--- src/rtl/quad_input_filter.sv ---
// rtl/quad_input_filter.sv - synchronise and pulse-width filter quadrature A/B/Z inputs.
// Optional: define QUAD_INPUT_FILTER_Z_GATE_EN to assert z only when filtered a and b are both 1.
module quad_input_filter #(
  parameter int SYNC_STAGES = 2,
  parameter int FILTER_LEN  = 4
) (
  input  logic clk,
  input  logic rst_n,
  input  logic a_in,
  input  logic b_in,
  input  logic z_in,
  output logic a,
  output logic b,
  output logic z,
  output logic glitch,
  output logic skip_err
);

  localparam int CW = $clog2(FILTER_LEN + 1);
  localparam logic [CW-1:0] LAST = CW'(FILTER_LEN - 1);

  // Channel index: 0 = A, 1 = B, 2 = Z
  logic [2:0]                  raw;
  logic [2:0][SYNC_STAGES-1:0] sync_q;
  logic [2:0][CW-1:0]          cnt;
  logic [2:0]                  filt;
  logic [2:0]                  s;
  logic [2:0]                  fire;
  logic [2:0]                  abandon;

  assign raw = {z_in, b_in, a_in};

  always_comb begin
    s       = '0;
    fire    = '0;
    abandon = '0;
    for (int i = 0; i < 3; i++) begin
      s[i]       = sync_q[i][SYNC_STAGES-1];
      fire[i]    = (s[i] != filt[i]) && (cnt[i] == LAST);
      abandon[i] = (s[i] == filt[i]) && (cnt[i] != '0);
    end
  end

  always_ff @(posedge clk or negedge rst_n) begin
    if (!rst_n) begin
      sync_q   <= '0;
      cnt      <= '0;
      filt     <= '0;
      glitch   <= 1'b0;
      skip_err <= 1'b0;
    end else begin
      for (int i = 0; i < 3; i++) begin
        sync_q[i] <= {sync_q[i][SYNC_STAGES-2:0], raw[i]};
        if (s[i] == filt[i]) begin
          cnt[i] <= '0;
        end else if (fire[i]) begin
          filt[i] <= s[i];
          cnt[i]  <= '0;
        end else begin
          cnt[i] <= cnt[i] + CW'(1);
        end
      end
      glitch   <= |abandon;
      // a and b committing a new level on the same edge means a lost quadrature step
      skip_err <= fire[0] & fire[1];
    end
  end

  assign a = filt[0];
  assign b = filt[1];
`ifdef QUAD_INPUT_FILTER_Z_GATE_EN
  assign z = filt[2] & filt[0] & filt[1];
`else
  assign z = filt[2];
`endif

endmodule

--- config.mk ---
export PLATFORM = sky130hd
export DESIGN_NAME = quad_input_filter
export DESIGN_NICKNAME = d
export VERILOG_FILES = /design/src/rtl/quad_input_filter.sv
export SDC_FILE = /design/constraint.sdc
export NUM_CORES = 1
export LEC_CHECK = 0
export ABC_CLOCK_PERIOD_IN_PS = 1700
export BUFFER_PORTS_ARGS = -buffer_cell sky130_fd_sc_hd__buf_2
export CAP_MARGIN = 30
export CORE_ASPECT_RATIO = 1.25
export CORE_MARGIN = 10
export CORE_UTILIZATION = 47
export DETAILED_ROUTE_END_ITERATION = 12
export PLACE_DENSITY_LB_ADDON = 0.25
export SLEW_MARGIN = 20
export SYNTH_ARGS = -nofsm -noshare
export SYNTH_HDL_FRONTEND = slang
export SYNTH_SLANG_ARGS = --single-unit
--- constraint.sdc ---
create_clock -name clk -period 1.7 [get_ports clk]
set_clock_uncertainty 0.1 [all_clocks]
set_input_delay 0 -clock clk [delete_from_list [all_inputs] [get_ports clk]]
set_output_delay 0 -clock clk [all_outputs]
set_load 0.01 [all_outputs]
==> results of run 1 <==
==> placed cells by master, fill, tap and decap left out <==
master / n
sky130_fd_sc_hd__dfrtp_1: 20
sky130_fd_sc_hd__ha_1: 6
sky130_fd_sc_hd__dlygate4sd3_1: 4
sky130_fd_sc_hd__clkbuf_4: 3
sky130_fd_sc_hd__buf_2: 9
sky130_fd_sc_hd__o21ai_1: 2
sky130_fd_sc_hd__xnor2_1: 3
sky130_fd_sc_hd__o21ai_0: 1
sky130_fd_sc_hd__nor3_1: 4
sky130_fd_sc_hd__nor2b_1: 4
sky130_fd_sc_hd__inv_1: 9
sky130_fd_sc_hd__nand3_1: 1
sky130_fd_sc_hd__nor2b_2: 2
sky130_fd_sc_hd__nor3b_1: 3
sky130_fd_sc_hd__nand2_1: 1
sky130_fd_sc_hd__mux2_2: 1
sky130_fd_sc_hd__mux2_1: 2
==> metal layers <==
layer  routed length [um]  vias up  track usage, %
met1                  484      213            7.01
met5                    0        -               0
met2                  475       10            9.44
met4                   44        0            7.23
li1                     -      220               -
met3                   68        6            2.88
==> final cells by class <==
type,count,area (um^2),area share [%]
Clock buffer,3,22.5,2.48
Inverter,9,33.8,3.72
Multi-Input combinational cell,30,244,26.9
Sequential cell,20,500,55.1
Tap cell,18,22.5,2.48
Timing Repair Buffer,13,85.1,9.37
==> worst max-delay path by stage <==
stage / to / slack, ps / cells past startpoint
after CTS: filt[2]$_DFFE_PN0P_ / 370 / 3
after global placement: filt[0]$_DFFE_PN0P_ / 400 / 3
after global routing: filt[2]$_DFFE_PN0P_ / 290 / 3
final: filt[2]$_DFFE_PN0P_ / 400 / 3
after floorplan: filt[0]$_DFFE_PN0P_ / 450 / 3
after detailed placement: filt[2]$_DFFE_PN0P_ / 400 / 3
==> Yosys cell counts (all sizes together) <==
cell type	number	area share [%]
nor3b	3	2.9
nor2b	6	5.5
xnor2	3	3.4
nor3	4	2.6
nand2	1	0.48
inv	9	4.3
o21ai	3	1.9
nand3	1	0.64
dfrtp	20	64
mux2	3	4.3
ha	6	9.6
==> metrics by stage <==
stage / cell area (um^2) / hold WS (ps) / setup WS, ps
2_1_floorplan: 778 / -396 / 452
3_3_place_gp: 846 / -138 / 395
3_5_place_dp: 846 / -131 / 398
4_1_cts: 908 / 68.2 / 374
5_1_grt: 908 / 92.9 / 294
6_report: 908 / 57.3 / 398
==> repair_timing <==
item | CTS | global route
hold buffers | 4 | 0
setup endpoints to repair | 0 | 0
endpoints found under the hold margin | 23 | 0
==> sequential cells by signal (all words and copies together), names as in the netlist <==
register	flops
sync_q	3
filt	3
skip_err	1
glitch	1
s	3
cnt	9
==> power breakdown <==
group	total (mW)	internal, mW	switching (mW)
registers	0.659	0.590	0.0686
clock network	0.218	0.0828	0.135
logic	0.400	0.197	0.203
total	1.28	0.870	0.407
==> cell families after synthesis <==
| family | after synthesis | share of synthesized area [%] |
|---|---|---|
| xor+xnor | 3 | 3.38 |
| compound gates | 3 | 1.93 |
| buf+inv | 9 | 4.34 |
| flops | 20 | 64.3 |
| mux | 3 | 4.34 |
| fa+ha+maj | 6 | 9.65 |
| simple gates | 15 | 12.1 |
==> impl_metrics.sql, run 1 <==
INSERT INTO impl_metrics (metric_group, metric, value, unit) VALUES
('outcome', 'status', 'completed', ''),
('worst_setup_path', 'critical_path_fanouts_max', '3', ''),
('pwr', 'post-layout-total-power', '1.28', 'mW'),
('final_layout', 'filler_cell_count', '140', ''),
('worst_setup_path', 'critPathArrivalTime', '1390', 'ps'),
('detailed_routing', 'vias_cell', '4.83', ''),
('die', 'initial_core_util', '49.8', '%'),
('logic_synthesis', 'syn-cell-area', '778', 'um^2'),
('worst_setup_path', 'crit_required', '1790', 'ps'),
('placed_design', 'dp_wirelength', '775', 'um'),
('pwr', 'power.density', '1410', 'nW/um^2'),
('worst_setup_path', 'critical_path.n_buffers_inverters', '0', ''),
('worst_setup_path', 'worst_path_dominant_cell_family', 'flip-flops', ''),
('final_layout', 'finished_core_util', '58.2', '%'),
('die', 'die_h', '65.5', 'um'),
('final_layout', 'drive_above_1_share', '20.0', '%'),
('sta', 'final-max-slew-violation-count', '0', ''),
('sta', 'clock.fmax', '768', 'MHz'),
('final_layout', 'instances_no_fill', '93', ''),
('clock_tree', 'worst_setup_hold_path_clk_slew', '100', 'ps'),
('clock_tree', 'cts-resized-gates', '0', ''),
('detailed_routing', 'drt_drc_violations_left', '0', ''),
('clock_tree', 'clock_root_cell', 'sky130_fd_sc_hd__clkbuf_4', ''),
('global_route', 'grt_overflow', '0', ''),
('logic_synthesis', 'synth_cell_type_count', '14', ''),
('placed_design', 'gp_congestion', '0.635', ''),
('sta', 'post-route-min-period', '1300', 'ps'),
('global_route', 'grt_start_max_net_pins', '21', ''),
('die', 'fp.coreArea', '1560', 'um^2'),
('pwr', 'vdd_ir_drop_max', '0.578', 'mV'),
('logic_synthesis', 'synth.avg_cell_area', '13.2', 'um^2'),
('worst_setup_path', 'r2r.worst_path.cells', '3', ''),
('die', 'chipWidth', '56.4', 'um'),
('detailed_routing', 'num_vias', '449', ''),
('sta', 'relSlewSlack', '70.9', '%'),
('worst_setup_path', 'timing.critical_path.slowest_stage_cell', 'sky130_fd_sc_hd__dfrtp_1', ''),
('sta', 'tns', '0', 'ps'),
('worst_setup_path', 'r2r_slack', '400', 'ps'),
('sta', 'tightestPinTransition', '436', 'ps'),
('clock_tree', 'tritoncts_clock_tree', 'built', ''),
('global_route', 'first_global_vias', '456', ''),
('worst_setup_path', 'crit-reg2reg-launch', 'cnt[6]$_DFF_PN0_', ''),
('worst_setup_path', 'cp-startpoint', 'cnt[6]$_DFF_PN0_', ''),
('final_layout', 'layout-area-overhead-vs-synth', '16.7', '%'),
('logic_synthesis', 'ys_ff_latch', '20', ''),
('die', 'num_io_pins', '10', ''),
('detailed_routing', 'wire_per_inst', '11.5', 'um'),
('detailed_routing', 'drt-pass1-iter-count', '2', ''),
('clock_tree', 'cts_buffers', '3', ''),
('placed_design', 'portBuffers', '9', ''),
('die', 'fp-row-count', '16', ''),
('clock_tree', 'cts.sinks', '20', ''),
('global_route', 'antenna_found_initial', '0', ''),
('sta', 'final_hold_viol_count', '0', ''),
('worst_setup_path', 'slowest_delay', '390', 'ps'),
('worst_hold_path', 'hp-class', 'input pin to async pin', ''),
('worst_setup_path', 'worst_setup_path_start_kind', 'flop', ''),
('detailed_routing', 'drt.antenna.violating_nets', '0', ''),
('sta', 'final-setup-viol-count', '0', ''),
('logic_synthesis', 'synth-seq-area-share', '64.3', '%'),
('clock_tree', 'cts_setup_buffers', '0', ''),
('global_route', 'grt_util_all_layers', '6.69', '%'),
('sta', 'unrepaired_setup_endpoints_after_global_routing', 'no', ''),
('clock_tree', 'cts-root-to-sink-buffers', '2', ''),
('worst_setup_path', 'worst-setup-path-type', 'flop to flop', ''),
('clock_tree', 'clkLatencyLatePin', '300', 'ps'),
('final_layout', 'antenna_cells_inserted', '0', ''),
('worst_setup_path', 'worstPathCellList', 'ha_1 -> nor2b_1 -> mux2_1', ''),
('final_layout', 'layout_nets', '88', ''),
('clock_tree', 'cts.htree.levels', '1', ''),
('logic_synthesis', 'synthesis.instances', '59', ''),
('global_route', 'grt_first_pass_wirelength', '1.90', 'mm'),
('run', 'max_cap_viol_count', '0', ''),
('sta', 'timing.final.crit_share', '76.6', '%'),
('pwr', 'leakage', '0.452', 'nW'),
('die', 'design.die.area', '3690', 'um^2'),
('placed_design', 'post-place-cells', '86', ''),
('worst_setup_path', 'cp-end-kind', 'flop', ''),
('logic_synthesis', 'ys.warnings.count', '0', ''),
('detailed_routing', 'violation_count_after_the_first_detailed_route_iteration', '2', ''),
('logic_synthesis', 'synth_net_count', '70', ''),
('worst_setup_path', 'timing.rr.end', 'filt[2]$_DFFE_PN0P_', ''),
('detailed_routing', 'finalWirelength', '1.07', 'mm');
Note: power is estimated with default switching activity, not from simulation.
==> run 2, diff against run 1 <==
--- a/config.mk
+++ b/config.mk
@@ -5,7 +5,7 @@
 export SDC_FILE = /design/constraint.sdc
 export NUM_CORES = 1
 export LEC_CHECK = 0
-export ABC_CLOCK_PERIOD_IN_PS = 1700
+export ABC_CLOCK_PERIOD_IN_PS = 1300
 export BUFFER_PORTS_ARGS = -buffer_cell sky130_fd_sc_hd__buf_2
 export CAP_MARGIN = 30
 export CORE_ASPECT_RATIO = 1.25
==> constraint.sdc (replaced) <==
create_clock -name clk -period 1.3 [get_ports clk]
set_clock_uncertainty 0.1 [all_clocks]
set_input_delay 0 -clock clk [delete_from_list [all_inputs] [get_ports clk]]
set_output_delay 0 -clock clk [all_outputs]
set_load 0.01 [all_outputs]
==> impl_metrics.sql, run 2 (same netlist as run 1, synthesis figures left out) <==
INSERT INTO impl_metrics (metric_group, metric, value, unit) VALUES
('sta', 'tns', '0', 'ps'),
('detailed_routing', 'num_vias', '455', ''),
('final_layout', 'largest_register_ffs', '9', ''),
('placed_design', 'gp_congestion', '0.651', ''),
('worst_setup_path', 'worst-setup-path-type', 'flop to flop', ''),
('final_layout', 'layout_nets', '91', ''),
('clock_tree', 'cts_buffers', '3', ''),
('worst_setup_path', 'cp-end-kind', 'flop', ''),
('clock_tree', 'tritoncts_clock_tree', 'built', ''),
('detailed_routing', 'drt.antenna.violating_nets', '0', ''),
('worst_setup_path', 'worstPathCellList', 'ha_2 -> nor2b_4 -> mux2_4', ''),
('worst_setup_path', 'critical_path_fanouts_max', '3', ''),
('global_route', 'grt_overflow', '0', ''),
('detailed_routing', 'finalWirelength', '1.14', 'mm'),
('die', 'chipWidth', '56.4', 'um'),
('worst_setup_path', 'worst_setup_path_start_kind', 'flop', ''),
('clock_tree', 'cts.sinks', '20', ''),
('worst_setup_path', 'critPathArrivalTime', '1330', 'ps'),
('final_layout', 'antenna_cells_inserted', '0', ''),
('pwr', 'switchingPower', '551', 'uW'),
('final_layout', 'largest_register', 'cnt', ''),
('pwr', 'cellInternalPower', '1.20', 'mW'),
('detailed_routing', 'wire_per_inst', '11.8', 'um'),
('run', 'max_cap_viol_count', '0', ''),
('die', 'fp.coreArea', '1560', 'um^2'),
('die', 'fp-row-count', '16', ''),
('worst_hold_path', 'hp-class', 'input pin to async pin', ''),
('sta', 'tightestPinTransition', '429', 'ps'),
('sta', 'final_hold_viol_count', '0', ''),
('worst_setup_path', 'critical_path.n_buffers_inverters', '0', ''),
('detailed_routing', 'drt_drc_violations_left', '0', ''),
('detailed_routing', 'violation_count_after_the_first_detailed_route_iteration', '5', ''),
('global_route', 'grt_start_max_net_pins', '21', ''),
('final_layout', 'drive_above_1_share', '28.2', '%'),
('final_layout', 'layout-area-overhead-vs-synth', '22.3', '%'),
('die', 'design.die.area', '3690', 'um^2'),
('placed_design', 'portBuffers', '9', ''),
('pwr', 'leakage', '0.468', 'nW'),
('die', 'initial_core_util', '49.8', '%'),
('pwr', 'power_frac_seq', '48.9', '%'),
('clock_tree', 'cts-root-to-sink-buffers', '2', ''),
('sta', 'post-route-min-period', '1240', 'ps'),
('worst_setup_path', 'crit_required', '1390', 'ps'),
('sta', 'clock.fmax', '806', 'MHz'),
('global_route', 'first_global_vias', '513', ''),
('detailed_routing', 'drt-pass1-iter-count', '2', ''),
('pwr', 'share_clk_of_total_power', '15.9', '%'),
('sta', 'timing.final.crit_share', '95.5', '%'),
('die', 'die_h', '65.5', 'um'),
('sta', 'relSlewSlack', '71.4', '%'),
('global_route', 'grt_first_pass_wirelength', '2.03', 'mm'),
('clock_tree', 'cts.htree.levels', '1', ''),
('placed_design', 'dp_wirelength', '823', 'um'),
('pwr', 'switching_share', '31.4', '%'),
('placed_design', 'post-place-cells', '88', ''),
('worst_setup_path', 'worst_path_dominant_cell_family', 'flip-flops', ''),
('global_route', 'grt_util_all_layers', '7.04', '%'),
('pwr', 'vdd_ir_drop_max', '1.07', 'mV'),
('worst_setup_path', 'timing.critical_path.slowest_stage_cell', 'sky130_fd_sc_hd__dfrtp_1', ''),
('die', 'num_io_pins', '10', ''),
('final_layout', 'instances_no_fill', '96', ''),
('clock_tree', 'clock_root_cell', 'sky130_fd_sc_hd__clkbuf_4', ''),
('sta', 'final-max-slew-violation-count', '0', ''),
('outcome', 'status', 'completed', ''),
('sta', 'final-setup-viol-count', '0', ''),
('final_layout', 'most_frequent_cells_in_the_layout', 'sky130_fd_sc_hd__dfrtp_1 (20), sky130_fd_sc_hd__inv_1 (9), sky130_fd_sc_hd__buf_2 (9)', ''),
('clock_tree', 'worst_setup_hold_path_clk_slew', '100', 'ps'),
('global_route', 'antenna_found_initial', '0', ''),
('detailed_routing', 'vias_cell', '4.74', ''),
('final_layout', 'filler_cell_count', '128', ''),
('pwr', 'power.density', '1840', 'nW/um^2'),
('pwr', 'combinationalPowerShare', '35.2', '%'),
('final_layout', 'mostFrequentLayoutCell', 'sky130_fd_sc_hd__dfrtp_1', ''),
('pwr', 'post-layout-total-power', '1.76', 'mW'),
('sta', 'hold-worst-slack', '61.8', 'ps'),
('worst_setup_path', 'slowest_delay', '380', 'ps'),
('clock_tree', 'clkLatencyLatePin', '290', 'ps');
run 2: cell types whose count changed in the layout (fill, tap and decap cells not counted), moves of 2 or more:
| cell | before | now |
|---|---|---|
| sky130_fd_sc_hd__ha_2 | 0 | 2 |
| sky130_fd_sc_hd__buf_4 | 0 | 3 |
| sky130_fd_sc_hd__nor2b_4 | 0 | 2 |
| sky130_fd_sc_hd__ha_1 | 6 | 4 |
run 2: path summary, 6_finish.rpt:
check / from / to / slack (ps) / cells past startpoint
max: cnt[0]$_DFF_PN0_ / filt[0]$_DFFE_PN0P_ / 60 / 3
min: rst_n / glitch$_DFF_PN0_ / 60 / 2
max reg2reg: cnt[0]$_DFF_PN0_ / filt[0]$_DFFE_PN0P_ / 60 / 3
min reg2reg: sync_q[4]$_DFF_PN0_ / s[2]$_DFF_PN0_ / 260 / 0
max in group asynchronous: rst_n / filt[1]$_DFFE_PN0P_ / 740 / 2
min in group clk: z_in / sync_q[4]$_DFF_PN0_ / 240 / 2
run 2: repair_timing:
action / in CTS / in global routing
pin swaps: 0 / 1
hold buffers: 4 / 0
setup buffers: 0 / 1
endpoints found under the hold margin: 23 / 0
endpoints found under the setup margin: 2 / 6
gates resized for setup: 2 / 5
run 2: metal layers:
metal	vias up	part of all wire [%]	GRT usage [%]
met5	-	0	0
met1	213	45	6.99
met2	10	46	11.3
li1	227	-	-
met4	0	3.3	6.33
met3	5	5.4	2.69
run 2: worst register-to-register path, cell delays in order, from the launching register on:
cell and delay [ps]:
sky130_fd_sc_hd__dfrtp_1 380, sky130_fd_sc_hd__ha_2 190, sky130_fd_sc_hd__nor2b_4 160, sky130_fd_sc_hd__mux2_4 300
run 2: power by group through the flow:
stage | Clock (mW) | Sequential [mW] | Combinational [mW]
after floorplan | 0 | 0.900 | 0.338
after global placement | 0 | 0.870 | 0.549
after detailed placement | 0 | 0.874 | 0.572
after CTS | 0.292 | 0.861 | 0.589
after global routing | 0.319 | 0.881 | 0.729
final | 0.279 | 0.859 | 0.618
run 2: layout make-up:
class                   count  area [um^2]  area share (%)
inverters                   9         33.8            3.55
flip-flops and latches     20          500            52.6
multi-input cells          30          265            27.9
clock buffers               3         22.5            2.37
repair buffers             16          108            11.3
well taps                  18         22.5            2.37
run 2: metrics by stage:
step,util [%],worst slack [ps],cell area (um^2)
6_report,61.0,58.9,952
5_1_grt,61.0,-2.92,952
4_1_cts,59.5,6.59,928
3_5_place_dp,55.1,14.1,861
3_3_place_gp,55.1,39.5,861
2_1_floorplan,-,52.0,778
==> run 3, diff against run 2 <==
--- a/config.mk
+++ b/config.mk
@@ -5,7 +5,7 @@
 export SDC_FILE = /design/constraint.sdc
 export NUM_CORES = 1
 export LEC_CHECK = 0
-export ABC_CLOCK_PERIOD_IN_PS = 1300
+export ABC_CLOCK_PERIOD_IN_PS = 1200
 export BUFFER_PORTS_ARGS = -buffer_cell sky130_fd_sc_hd__buf_2
 export CAP_MARGIN = 30
 export CORE_ASPECT_RATIO = 1.25
==> constraint.sdc (replaced) <==
create_clock -name clk -period 1.2 [get_ports clk]
set_clock_uncertainty 0.1 [all_clocks]
set_input_delay 0 -clock clk [delete_from_list [all_inputs] [get_ports clk]]
set_output_delay 0 -clock clk [all_outputs]
set_load 0.01 [all_outputs]
==> impl_metrics.sql, run 3 (same netlist as run 1, synthesis figures left out) <==
INSERT INTO impl_metrics (metric_group, metric, value, unit) VALUES
('outcome', 'status', 'finished, violations left', ''),
('outcome', 'violated_checks', 'negative setup slack', ''),
('run', 'max_cap_viol_count', '0', ''),
('placed_design', 'dp_wirelength', '917', 'um'),
('worst_hold_path', 'hp-class', 'input pin to async pin', ''),
('die', 'die_h', '65.5', 'um'),
('clock_tree', 'clkLatencyLatePin', '290', 'ps'),
('worst_setup_path', 'worst-setup-path-type', 'flop to flop', ''),
('sta', 'unrepaired_setup_endpoints_after_global_routing', 'yes', ''),
('global_route', 'grt_overflow', '0', ''),
('sta', 'hold-worst-slack', '69.0', 'ps'),
('detailed_routing', 'finalWirelength', '1.31', 'mm'),
('worst_setup_path', 'cp-end-kind', 'flop', ''),
('detailed_routing', 'violation_count_after_the_first_detailed_route_iteration', '6', ''),
('global_route', 'grt_first_pass_wirelength', '2.30', 'mm'),
('worst_setup_path', 'crit_required', '1280', 'ps'),
('die', 'num_io_pins', '10', ''),
('die', 'design.die.area', '3690', 'um^2'),
('worst_setup_path', 'critPathArrivalTime', '1300', 'ps'),
('sta', 'post-route-min-period', '1230', 'ps'),
('final_layout', 'filler_cell_count', '115', ''),
('sta', 'final_hold_viol_count', '0', ''),
('clock_tree', 'cts.htree.levels', '1', ''),
('final_layout', 'layout_nets', '102', ''),
('clock_tree', 'cts-root-to-sink-buffers', '2', ''),
('sta', 'final-max-slew-violation-count', '0', ''),
('die', 'chipWidth', '56.4', 'um'),
('sta', 'final-setup-viol-count', '4', ''),
('final_layout', 'mostFrequentLayoutCell', 'sky130_fd_sc_hd__dfrtp_1', ''),
('placed_design', 'portBuffers', '9', ''),
('detailed_routing', 'routed-wl-met2', '668', 'um'),
('final_layout', 'instances_no_fill', '107', ''),
('clock_tree', 'tritoncts_clock_tree', 'built', ''),
('sta', 'tightestPinTransition', '422', 'ps'),
('final_layout', 'largest_register_ffs', '9', ''),
('detailed_routing', 'num_vias', '511', ''),
('pwr', 'post-layout-total-power', '2.16', 'mW'),
('detailed_routing', 'top_signal_layer_used', 'met4', ''),
('final_layout', 'multi_input_combinational_cell_area', '309', 'um^2'),
('detailed_routing', 'vias_cell', '4.78', ''),
('clock_tree', 'cts.sinks', '20', ''),
('global_route', 'grt_util_all_layers', '7.78', '%'),
('worst_setup_path', 'slowest_delay', '380', 'ps'),
('placed_design', 'post-place-cells', '93', ''),
('global_route', 'antenna_found_initial', '0', ''),
('final_layout', 'drive_above_1_share', '46.1', '%'),
('die', 'fp.coreArea', '1560', 'um^2'),
('pwr', 'leakage', '0.536', 'nW'),
('sta', 'clock.fmax', '815', 'MHz'),
('detailed_routing', 'drt-pass1-iter-count', '3', ''),
('die', 'initial_core_util', '49.8', '%'),
('global_route', 'first_global_vias', '550', ''),
('worst_setup_path', 'worst_setup_path_start_kind', 'flop', ''),
('clock_tree', 'worst_setup_hold_path_clk_slew', '100', 'ps'),
('worst_setup_path', 'worstPathCellList', 'ha_2 -> nor2b_4 -> mux2_4', ''),
('final_layout', 'most_frequent_cells_in_the_layout', 'sky130_fd_sc_hd__dfrtp_1 (20), sky130_fd_sc_hd__buf_4 (14), sky130_fd_sc_hd__inv_1 (9), sky130_fd_sc_hd__buf_2 (9)', ''),
('worst_setup_path', 'timing.critical_path.slowest_stage_cell', 'sky130_fd_sc_hd__dfrtp_1', ''),
('final_layout', 'seq_area', '500', 'um^2'),
('detailed_routing', 'wire_per_inst', '12.2', 'um'),
('pwr', 'power.density', '2010', 'nW/um^2'),
('detailed_routing', 'drt.antenna.violating_nets', '0', ''),
('final_layout', 'layout-area-overhead-vs-synth', '38.6', '%'),
('die', 'fp-row-count', '16', ''),
('pwr', 'vdd_ir_drop_max', '1.34', 'mV'),
('clock_tree', 'clock_root_cell', 'sky130_fd_sc_hd__clkbuf_4', ''),
('detailed_routing', 'drt_drc_violations_left', '0', ''),
('sta', 'relSlewSlack', '71.8', '%'),
('detailed_routing', 'dr_wl_met3', '74', 'um'),
('clock_tree', 'cts_buffers', '3', ''),
('placed_design', 'gp_congestion', '0.699', ''),
('sta', 'worst_slack', '-26.7', 'ps'),
('final_layout', 'largest_register', 'cnt', ''),
('final_layout', 'antenna_cells_inserted', '0', ''),
('global_route', 'grt_start_max_net_pins', '21', ''),
('final_layout', 'finished_core_util', '69.1', '%'),
('sta', 'timing.final.crit_share', '102', '%'),
('detailed_routing', 'wl_met1', '549', 'um'),
('worst_setup_path', 'critical_path_fanouts_max', '2', '');
==> run 3: changes by cell type in the layout (fill, tap and decap cells not counted), sizes merged <==
cell  before  now
buf       12   23
==> run 3: per-stage QoR <==
| step | setup slack, ps | TNS, ps | area, um^2 |
|---|---|---|---|
| finish | -26.7 | -51.3 | 1080 |
| global route | -71.9 | -312 | 1080 |
| CTS | -29.2 | -59.4 | 1030 |
| detailed placement | -34.1 | -102 | 921 |
| global placement | -5.05 | -9.20 | 921 |
| floorplan | 2.80 | 0 | 801 |
==> run 3: worst max-delay path, delay by kind of cell, from the launching register on <==
family,cells,cell delay (ps)
flops,1,380
fa+ha+maj,1,190
simple gates,1,150
mux,1,300
==> run 3: report_power, final <==
part / total (mW) / leakage (nW) / switching [mW] / internal [mW]
Clock: 0.293 / 0.0138 / 0.177 / 0.117
Combinational: 0.932 / 0.272 / 0.402 / 0.530
Sequential: 0.938 / 0.250 / 0.102 / 0.836
Total: 2.16 / 0.536 / 0.680 / 1.48
==> run 3: path summary, 6_finish.rpt <==
| check | cells after the start | startpoint | endpoint | slack [ps] |
|---|---|---|---|---|
| setup / recovery | 3 | cnt[3]$_DFF_PN0_ | filt[1]$_DFFE_PN0P_ | -30 |
| hold / removal | 2 | rst_n | cnt[5]$_DFF_PN0_ | 70 |
| setup reg to reg | 3 | cnt[3]$_DFF_PN0_ | filt[1]$_DFFE_PN0P_ | -30 |
| hold reg to reg | 0 | sync_q[2]$_DFF_PN0_ | s[1]$_DFF_PN0_ | 260 |
| max in group asynchronous | 2 | rst_n | s[2]$_DFF_PN0_ | 640 |
| min in group clk | 2 | z_in | sync_q[4]$_DFF_PN0_ | 240 |
==> run 3: final cells by class <==
type	instances	share of cell area (%)
Clock buffer	3	2.09
Inverter	9	3.13
Multi-Input combinational cell	30	28.7
Sequential cell	20	46.4
Tap cell	18	2.09
Timing Repair Buffer	27	17.6
==> run 3: repair_timing <==
action,4_1_cts,5_1_grt
setup endpoints to repair,5,7
gates cloned,0,0
hold buffers,4,0
hold endpoints to repair,23,0
setup buffers,2,5
pin swaps,4,2
resized for setup,7,4
==> run 3: layer usage <==
metal / up-vias / global-route usage [%]
li1: 248 / -
met1: 252 / 7.20
met2: 9 / 13.5
met3: 2 / 3.46
met4: 0 / 5.42
met5: - / 0
